File: config.mk
export PLATFORM = sky130hd
export DESIGN_NAME = nn_execute_stage
export DESIGN_NICKNAME = d
export VERILOG_FILES = /design/src/rtl/nn_execute_stage.sv
export SDC_FILE = /design/constraint.sdc
export NUM_CORES = 2
export LEC_CHECK = 0
export BUFFER_PORTS_ARGS = -buffer_cell sky130_fd_sc_hd__buf_2
export CORE_MARGIN = 2
export CORE_UTILIZATION = 25
export CTS_CLUSTER_DIAMETER = 30
export CTS_CLUSTER_SIZE = 30
export DETAILED_ROUTE_END_ITERATION = 12
export GPL_TIMING_DRIVEN = 0
export SETUP_SLACK_MARGIN = 0.2
export SLEW_MARGIN = 20
export SYNTH_ARGS = -nofsm -noshare
export SYNTH_HDL_FRONTEND = slang
export SYNTH_SLANG_ARGS = --single-unit
File: constraint.sdc
create_clock -name CLK -period 19.9 [get_ports CLK]
set_input_delay 4.975 -clock CLK [delete_from_list [all_inputs] [get_ports CLK]]
set_output_delay 4.975 -clock CLK [all_outputs]
set_load 0.02 [all_outputs]
File: src/rtl/nn_execute_stage.sv
// nn_execute_stage: decode/execute pipeline register plus the two-ALU execute
// datapath (ALU1 on A and B/immediate, ALU2 on the ALU1 result and C).
// Outputs feed data-memory address/data, write-back select, register-file
// write port and PC enable.
module nn_execute_stage #(
  parameter int BUS_WIDTH      = 32,
  parameter int REGISTER       = 6,
  parameter int ALU_FUNCT_BITS = 3
) (
  input  logic                      CLK,
  input  logic                      RST,
  input  logic                      PCEnD,
  input  logic                      RegWriteD,
  input  logic                      MemWriteD,
  input  logic                      MemtoRegD,
  input  logic                      ALUSrcD,
  input  logic                      RegDstD,
  input  logic [ALU_FUNCT_BITS-1:0] ALU1CntrlD,
  input  logic [ALU_FUNCT_BITS-1:0] ALU2CntrlD,
  input  logic [BUS_WIDTH-1:0]      Src1AD,
  input  logic [BUS_WIDTH-1:0]      Src1BD,
  input  logic [BUS_WIDTH-1:0]      Src1CD,
  input  logic [BUS_WIDTH-1:0]      BitFieldImmD,
  input  logic [REGISTER-1:0]       RtD,
  input  logic [REGISTER-1:0]       RdD,
  output logic                      PCEn,
  output logic                      RegWrite,
  output logic                      MemWrite,
  output logic                      MemtoReg,
  output logic [REGISTER-1:0]       WriteDstReg,
  output logic [BUS_WIDTH-1:0]      ALUOut1,
  output logic [BUS_WIDTH-1:0]      ALUOut2,
  output logic [BUS_WIDTH-1:0]      WriteData
);

  // Registered copies of the decode-stage fields.
  logic                      ALUSrc;
  logic                      RegDst;
  logic [ALU_FUNCT_BITS-1:0] ALU1Cntrl;
  logic [ALU_FUNCT_BITS-1:0] ALU2Cntrl;
  logic [BUS_WIDTH-1:0]      Src1A;
  logic [BUS_WIDTH-1:0]      Src1B;
  logic [BUS_WIDTH-1:0]      Src1C;
  logic [BUS_WIDTH-1:0]      BitFieldImm;
  logic [REGISTER-1:0]       Rt;
  logic [REGISTER-1:0]       Rd;

  logic [BUS_WIDTH-1:0]      srcB;

  // Pipeline register: capture every decode field each cycle, cleared by reset.
  always_ff @(posedge CLK or posedge RST) begin
    if (RST) begin
      // NOTE: non-blocking assignments keep every register sampling pre-edge
      // values, so the order of these statements cannot change behaviour.
      PCEn        <= 1'b0;
      RegWrite    <= 1'b0;
      MemWrite    <= 1'b0;
      MemtoReg    <= 1'b0;
      ALUSrc      <= 1'b0;
      RegDst      <= 1'b0;
      ALU1Cntrl   <= '0;
      ALU2Cntrl   <= '0;
      Src1A       <= '0;
      Src1B       <= '0;
      Src1C       <= '0;
      BitFieldImm <= '0;
      Rt          <= '0;
      Rd          <= '0;
    end else begin
      PCEn        <= PCEnD;
      RegWrite    <= RegWriteD;
      MemWrite    <= MemWriteD;
      MemtoReg    <= MemtoRegD;
      ALUSrc      <= ALUSrcD;
      RegDst      <= RegDstD;
      ALU1Cntrl   <= ALU1CntrlD;
      ALU2Cntrl   <= ALU2CntrlD;
      Src1A       <= Src1AD;
      Src1B       <= Src1BD;
      Src1C       <= Src1CD;
      BitFieldImm <= BitFieldImmD;
      Rt          <= RtD;
      Rd          <= RdD;
    end
  end

  // Operand and destination muxes; store data is the raw B operand.
  assign srcB        = ALUSrc ? BitFieldImm : Src1B;
  assign WriteDstReg = RegDst ? Rd : Rt;
  assign WriteData   = Src1B;

  // ALU1: arithmetic/logic on A and the selected B source.
  always_comb begin
    // NOTE: the default assignment up front guarantees a value on every path,
    // so no latch is inferred even if the case list is edited later.
    ALUOut1 = '0;
    case (ALU1Cntrl)
      3'b000:  ALUOut1 = Src1A + srcB;
      3'b001:  ALUOut1 = Src1A - srcB;
      3'b010:  ALUOut1 = Src1A * srcB;
      3'b011:  ALUOut1 = Src1A & srcB;
      3'b100:  ALUOut1 = Src1A | srcB;
      3'b101:  ALUOut1 = Src1A ^ srcB;
      3'b110:  ALUOut1 = ($signed(Src1A) < $signed(srcB)) ? BUS_WIDTH'(1) : '0;
      default: ALUOut1 = Src1A;
    endcase
  end

  // ALU2: neural-network post-ops on the ALU1 result and operand C.
  always_comb begin
    ALUOut2 = '0;
    case (ALU2Cntrl)
      3'b000:  ALUOut2 = ALUOut1;
      3'b001:  ALUOut2 = ALUOut1 + Src1C;
      3'b010:  ALUOut2 = ALUOut1 - Src1C;
      3'b011:  ALUOut2 = ALUOut1[BUS_WIDTH-1] ? '0 : ALUOut1;
      3'b100:  ALUOut2 = ALUOut1 * Src1C;
      3'b101:  ALUOut2 = ($signed(ALUOut1) > $signed(Src1C)) ? ALUOut1 : Src1C;
      3'b110:  ALUOut2 = ($signed(ALUOut1) < $signed(Src1C)) ? ALUOut1 : Src1C;
      default: ALUOut2 = Src1C;
    endcase
  end

endmodule

== After elaboration in Yosys (flattened, before gate mapping) ==
Index checks and enable logic that the tools add are counted.
Cells by class
  add/subtract/negate cells: 4
  multiply operators: 2
  div/mod/pow operators: 0
  magnitude comparators: 3
  equality and inequality tests: 12
  shift-type cells: 0
  mux-type cells: 8
  bitwise gates (word level): 3
  reduce and logical (&&, ||, !) cells: 2
Operators by type and width (count)
  $pmux W32 S7: 2
  $mux W32: 3
  $add A32 B32 Y32: 2
  $lt A32 B32 Y1: 2
  $mul A32 B32 Y32: 2
  $sub A32 B32 Y32: 2
  $and A32 B32 Y32: 1
  $gt A32 B32 Y1: 1
  $or A32 B32 Y32: 1
  $xor A32 B32 Y32: 1
  $mux W31: 1
  $eq A3 B3 Y1 const B: 6
  $eq A3 B2 Y1 const B: 4
  $eq A3 B1 Y1 const B: 2
  $logic_not A3 Y1: 2
  $mux W6: 1
  $mux W1: 1
Word-level totals
  flip-flop bits (word level): 152
  bits in latches: 0
  RAM bits: 0
  memory bits (read-only): 0
  bits of input ports: 154
  output and inout port bits: 106
  word-level logic and storage cells: 48
  memories kept: 0

== Depth between registers and ports, before layout ==
  word-level depth: 7
  depth in mapped cells: 63
  gate-level depth less buffers: 59

== Worst setup path before layout ==
OpenSTA, ideal clock, no wires.
  path type: register to output
  from: register ALUSrc
  to: output ALUOut2[31]
  arrival: 16.553 ns
  required time: 14.925 ns
  slack: -1.628 ns
  cell stages (with the launch flop): 58
  buffers on the path: 5
  path through: dfrtp_1 clkbuf_1 buf_2 buf_2 mux2i_1 clkbuf_1 clkbuf_1 nor2_1 fa_1 fa_1 inv_1 fa_1 fa_1 inv_1 fa_1 inv_1 fa_1 inv_1 [22 not listed] fa_1 fa_1 xnor2_1 xnor2_1 xnor2_1 xnor2_1 xnor3_1 xnor2_1 xnor3_1 xnor3_1 xnor3_1 xnor2_1 xnor3_1 xnor2_1 xor3_1 xnor3_1 xnor3_1 o22ai_1
On the way
  elaborated cells between the ends (all ways): 18
  those cells by class: 4 x add/sub; 2 x mul; 3 x order compare; 6 x mux; 3 x bitwise
RTL lines
  start: declaration: line 37  | logic ALUSrc;
  start signal: assignment: line 74  | ALUSrc <= ALUSrcD;
  $mux W32 *: line 88  | assign srcB = ALUSrc ? BitFieldImm : Src1B;
  $mul A32 B32 Y32, or another cell as far along: line 100  | 3'b010: ALUOut1 = Src1A * srcB;
  $pmux W32 S7 *: line 97  | case (ALU1Cntrl)
  net ALUOut1[24]: line 31  | output logic [BUS_WIDTH-1:0] ALUOut1,
  parallel branches: the longest is 2 deep, another holds $mul A32 B32 Y32
  $pmux W32 S7 *: line 112  | case (ALU2Cntrl)
  end: declaration: line 32  | output logic [BUS_WIDTH-1:0] ALUOut2,
Mark *: on every way through the listed nets, which the timed path passes.

== Worst setup path in the final report ==
  from: register Src1A[18]
  to: output ALUOut2[31]
On the way
  word-level cells in the longest chain between the ends: 6
  elaborated cells between the ends (all ways): 17
  those cells by class: 4 x add/sub; 2 x mul; 3 x order compare; 5 x mux; 3 x bitwise
Ends and longest elaborated chain
  start: declaration: line 41  | logic [BUS_WIDTH-1:0] Src1A;
  start signal: assignment: line 78  | Src1A <= Src1AD;
  parallel branches: the longest is 2 deep, another holds $mul A32 B32 Y32
  $pmux W32 S7 *: line 97
  parallel branches: the longest is 2 deep, another holds $mul A32 B32 Y32
  $pmux W32 S7 *: line 112
Mark *: on every way between the ends.

==> summary.md <==
| Metric | Value |
|---|---|
| Setup Viol. Count Final | 6 |
| Clock tree from TritonCTS | built |
| Final critical-path setup slack | -1.84 ns |
| Cell with the largest stage delay on the worst path | sky130_fd_sc_hd__clkbuf_1 |
| Share of flip-flops with an asynchronous set or reset | 1.00 |
| Count of fill cells added during filler insertion | 18.9k |
| GR peak layer | met2 |
| Synth Warn # | 0 |
| Worst min path class | input port to async pin |
| Layout cell share with drive strength beyond 1 | 0.150 |
| Net count of the finished layout | 7,109 |
| Post-synth EDFFs | 0 |
| Critical Path RT | 14.93 ns |
| Number of optimization iterations in the first detailed-route pass | 6 |
| Part of the Yosys area used for sequential elements | 0.0852 |
| Detailed router's first-iteration violation count | 4,588 |
| Critical path start-end classification | flip-flop to primary output |
| CTS HTree Levels | 4 |
| Sequential Area | 3810 um2 |
| Total nets after synthesis | 6,691 |
| Synth Instances | 5,312 |
| Largest incremental delay on the critical path | 0.69 ns |
| WL/cell | 25.9 um |
| Number of synthesized register bits | 152 |
| Post-route minimum period | 21.74 ns |
| Site row count | 155 |
| Most common library cell in the layout ignoring fill and taps | sky130_fd_sc_hd__inv_1 |
| Drc violations | 0 |
| Unrepaired setup endpoints after global routing | true |
| Final Wtd Congestion | 1.03 |
| Non-filler instance count after layout | 8,110 |
| Via count | 41.3k |
| First-pass GRT wire length | 299,000 um |
| IO Count | 260 |
| Routed via count divided by cell count | 5.09 |
| Pin count of the biggest net entering global routing | 86 |
| Total core area | 178,000 um2 |
| Maximum net fanout on the critical path | 10 |
| GRT Resource Usage Total | 0.230 |
| Initial core utilization | 0.251 |
| Floorplan die height | 426 um |
| Post-synthesis cell type count | 102 |
| Commonest register cell after synthesis | sky130_fd_sc_hd__dfrtp_1 |
| Top Family by Delay on Critical Path | adder cells |
| Headroom to the max-slew limit | 0.146 |
| Transition time of the tightest slew-check pin | 1.28 ns |
| Antenna violations before repair | 10 |
| Critical Path End Type | primary output |
| Met3 global-route usage | 0.0579 |
| Final Routed Wirelength | 210,000 um |
| Fin. max-slew vios | 0 |
| Global route overflow | 0 |
| Global routing met1 resource utilization | 0.282 |
| Clock tree root buffer cell | sky130_fd_sc_hd__clkbuf_16 |
| Final hold vios | 0 |
| Count of buffers from port buffering | 259 |
| Maximum clock rate | 46.0 MHz |
| Detail Route Antenna Nets | 0 |
| Clock buffer count from CTS | 17 |
| Combined area of all synthesized cells | 44,600 um2 |
| Die Outline Area | 182,000 um2 |
| Detailed-placement wirelength estimate | 170,000 um |
| Met2 Use GR | 0.356 |
| Most frequent cells in the layout | 1,054 x sky130_fd_sc_hd__inv_1, 798 x sky130_fd_sc_hd__fa_1, 718 x sky130_fd_sc_hd__nand2_1 |
| Multi-input logic area | 37,400 um2 |
| Clock Pin Slew Worst Setup and Hold Paths | 0.10 ns |
| Startpoint types | flip-flop |
| Crit path top cell by count | sky130_fd_sc_hd__fa_1 |
| Buffers & Inverters on Critical Path | 7 |
| Number of global-route vias before repair | 42.3k |
| Status | finished, violations left |
| Worst path arrival time | 16.76 ns |
| Buffer depth of the longest clock path | 2 |
| Sinks on the clock net | 152 |
| Chip Width | 426 um |
| Area Overhead vs Synth | 19.2% |
| Maximum Capacitance Violations | 0 |
| DP Cell Count | 7,933 |
| Mean area per synthesized cell | 8.40 um2 |
| Final worst-path cycle share | 1.09 |
| Failing checks | negative setup slack |
-- state kept, by name, indices dropped and copies added, names as in the netlist, 3 cells and up --
signal	flops
Rd	6
Src1A	32
WriteData	32
Src1C	32
ALU2Cntrl	3
Rt	6
BitFieldImm	32
ALU1Cntrl	3
-- cell families after synthesis --
family,synth area share
AO/OA/AOI/OAI,0.110
flip-flops,0.0852
multiplexers,0.0113
XOR/XNOR,0.0430
buffers and inverters,0.114
AND/OR/NAND/NOR,0.155
adder cells (fa/ha/maj),0.481
-- per-stage QoR --
| step | instance area [um2] | hold slack (ns) | setup WS (ns) | setup TNS (ns) | util |
|---|---|---|---|---|---|
| detailed placement | 49300 | 5.06 | -4.05 | -45.03 | 0.277 |
| global route | 53200 | 4.51 | -2.17 | -6.49 | 0.299 |
| finish | 53200 | 4.48 | -1.84 | -3.43 | 0.299 |
| CTS | 52400 | 4.47 | -1.80 | -2.88 | 0.295 |
| floorplan | 44800 | 5.01 | 0.203 | 0 | - |
| global placement | 49100 | 5.08 | -4.53 | -62.53 | 0.276 |
-- routing by layer --
layer / part of all wire / routed length [um]
met4: 0.081 / 17000
met2: 0.44 / 92300
met5: 0.000057 / 12
met3: 0.11 / 22100
met1: 0.37 / 78700
-- Yosys cell counts (22+ instances only) --
cell type,instances,area share
sky130_fd_sc_hd__or3_1,22,0.0031
sky130_fd_sc_hd__ha_1,405,0.11
sky130_fd_sc_hd__o21ai_0,124,0.014
sky130_fd_sc_hd__o21bai_1,29,0.0049
sky130_fd_sc_hd__xor2_1,38,0.0075
sky130_fd_sc_hd__a211oi_1,29,0.0049
sky130_fd_sc_hd__o221ai_1,23,0.0045
sky130_fd_sc_hd__nor2_1,521,0.044
sky130_fd_sc_hd__nand2b_1,28,0.0039
sky130_fd_sc_hd__fa_1,820,0.37
sky130_fd_sc_hd__nand3_1,38,0.0043
sky130_fd_sc_hd__o22ai_1,31,0.0043
sky130_fd_sc_hd__dfrtp_1,152,0.085
sky130_fd_sc_hd__a21o_1,33,0.0056
sky130_fd_sc_hd__nand2_1,723,0.061
sky130_fd_sc_hd__xnor2_1,155,0.030
sky130_fd_sc_hd__nor3_1,72,0.0081
sky130_fd_sc_hd__a31oi_1,28,0.0039
sky130_fd_sc_hd__a21oi_1,207,0.023
sky130_fd_sc_hd__and2_1,113,0.016
sky130_fd_sc_hd__o21a_1,22,0.0037
sky130_fd_sc_hd__mux2i_1,28,0.0063
sky130_fd_sc_hd__inv_1,1074,0.090
sky130_fd_sc_hd__clkbuf_1,212,0.018
-- final timing paths --
check                               startpoint                 endpoint  cells after the start
worst max-delay path       Src1A[18]$_DFF_PP0_              ALUOut2[31]                     48
worst min-delay path                       RST  WriteData[11]$_DFF_PP0_                      2
max in group asynchronous                  RST      Src1C[12]$_DFF_PP0_                      3
min in group CLK                    Src1BD[11]  WriteData[11]$_DFF_PP0_                      1
-- timing repair --
action                                  in CTS  in global routing
hold buffers                                 0                  0
buffers inserted                           113                 19
pin swaps                                   98                 74
endpoints found under the setup margin      32                 28
gates resized for setup                    377                140
gates cloned                                 1                  0
-- layout make-up --
type                       count  area share
multi-input combinational   3819       0.703
timing repair buffer         399      0.0515
clock buffer                  17     0.00799
tap                         2355      0.0554
buffer                       245      0.0288
inverter                    1096      0.0785
antenna                       12    0.000564
clock inverter                15     0.00219
sequential                   152      0.0717
Power is left out: the tool's default activity adds up to more than one toggle a clock period on the data nets, which glitch-free logic cannot reach.
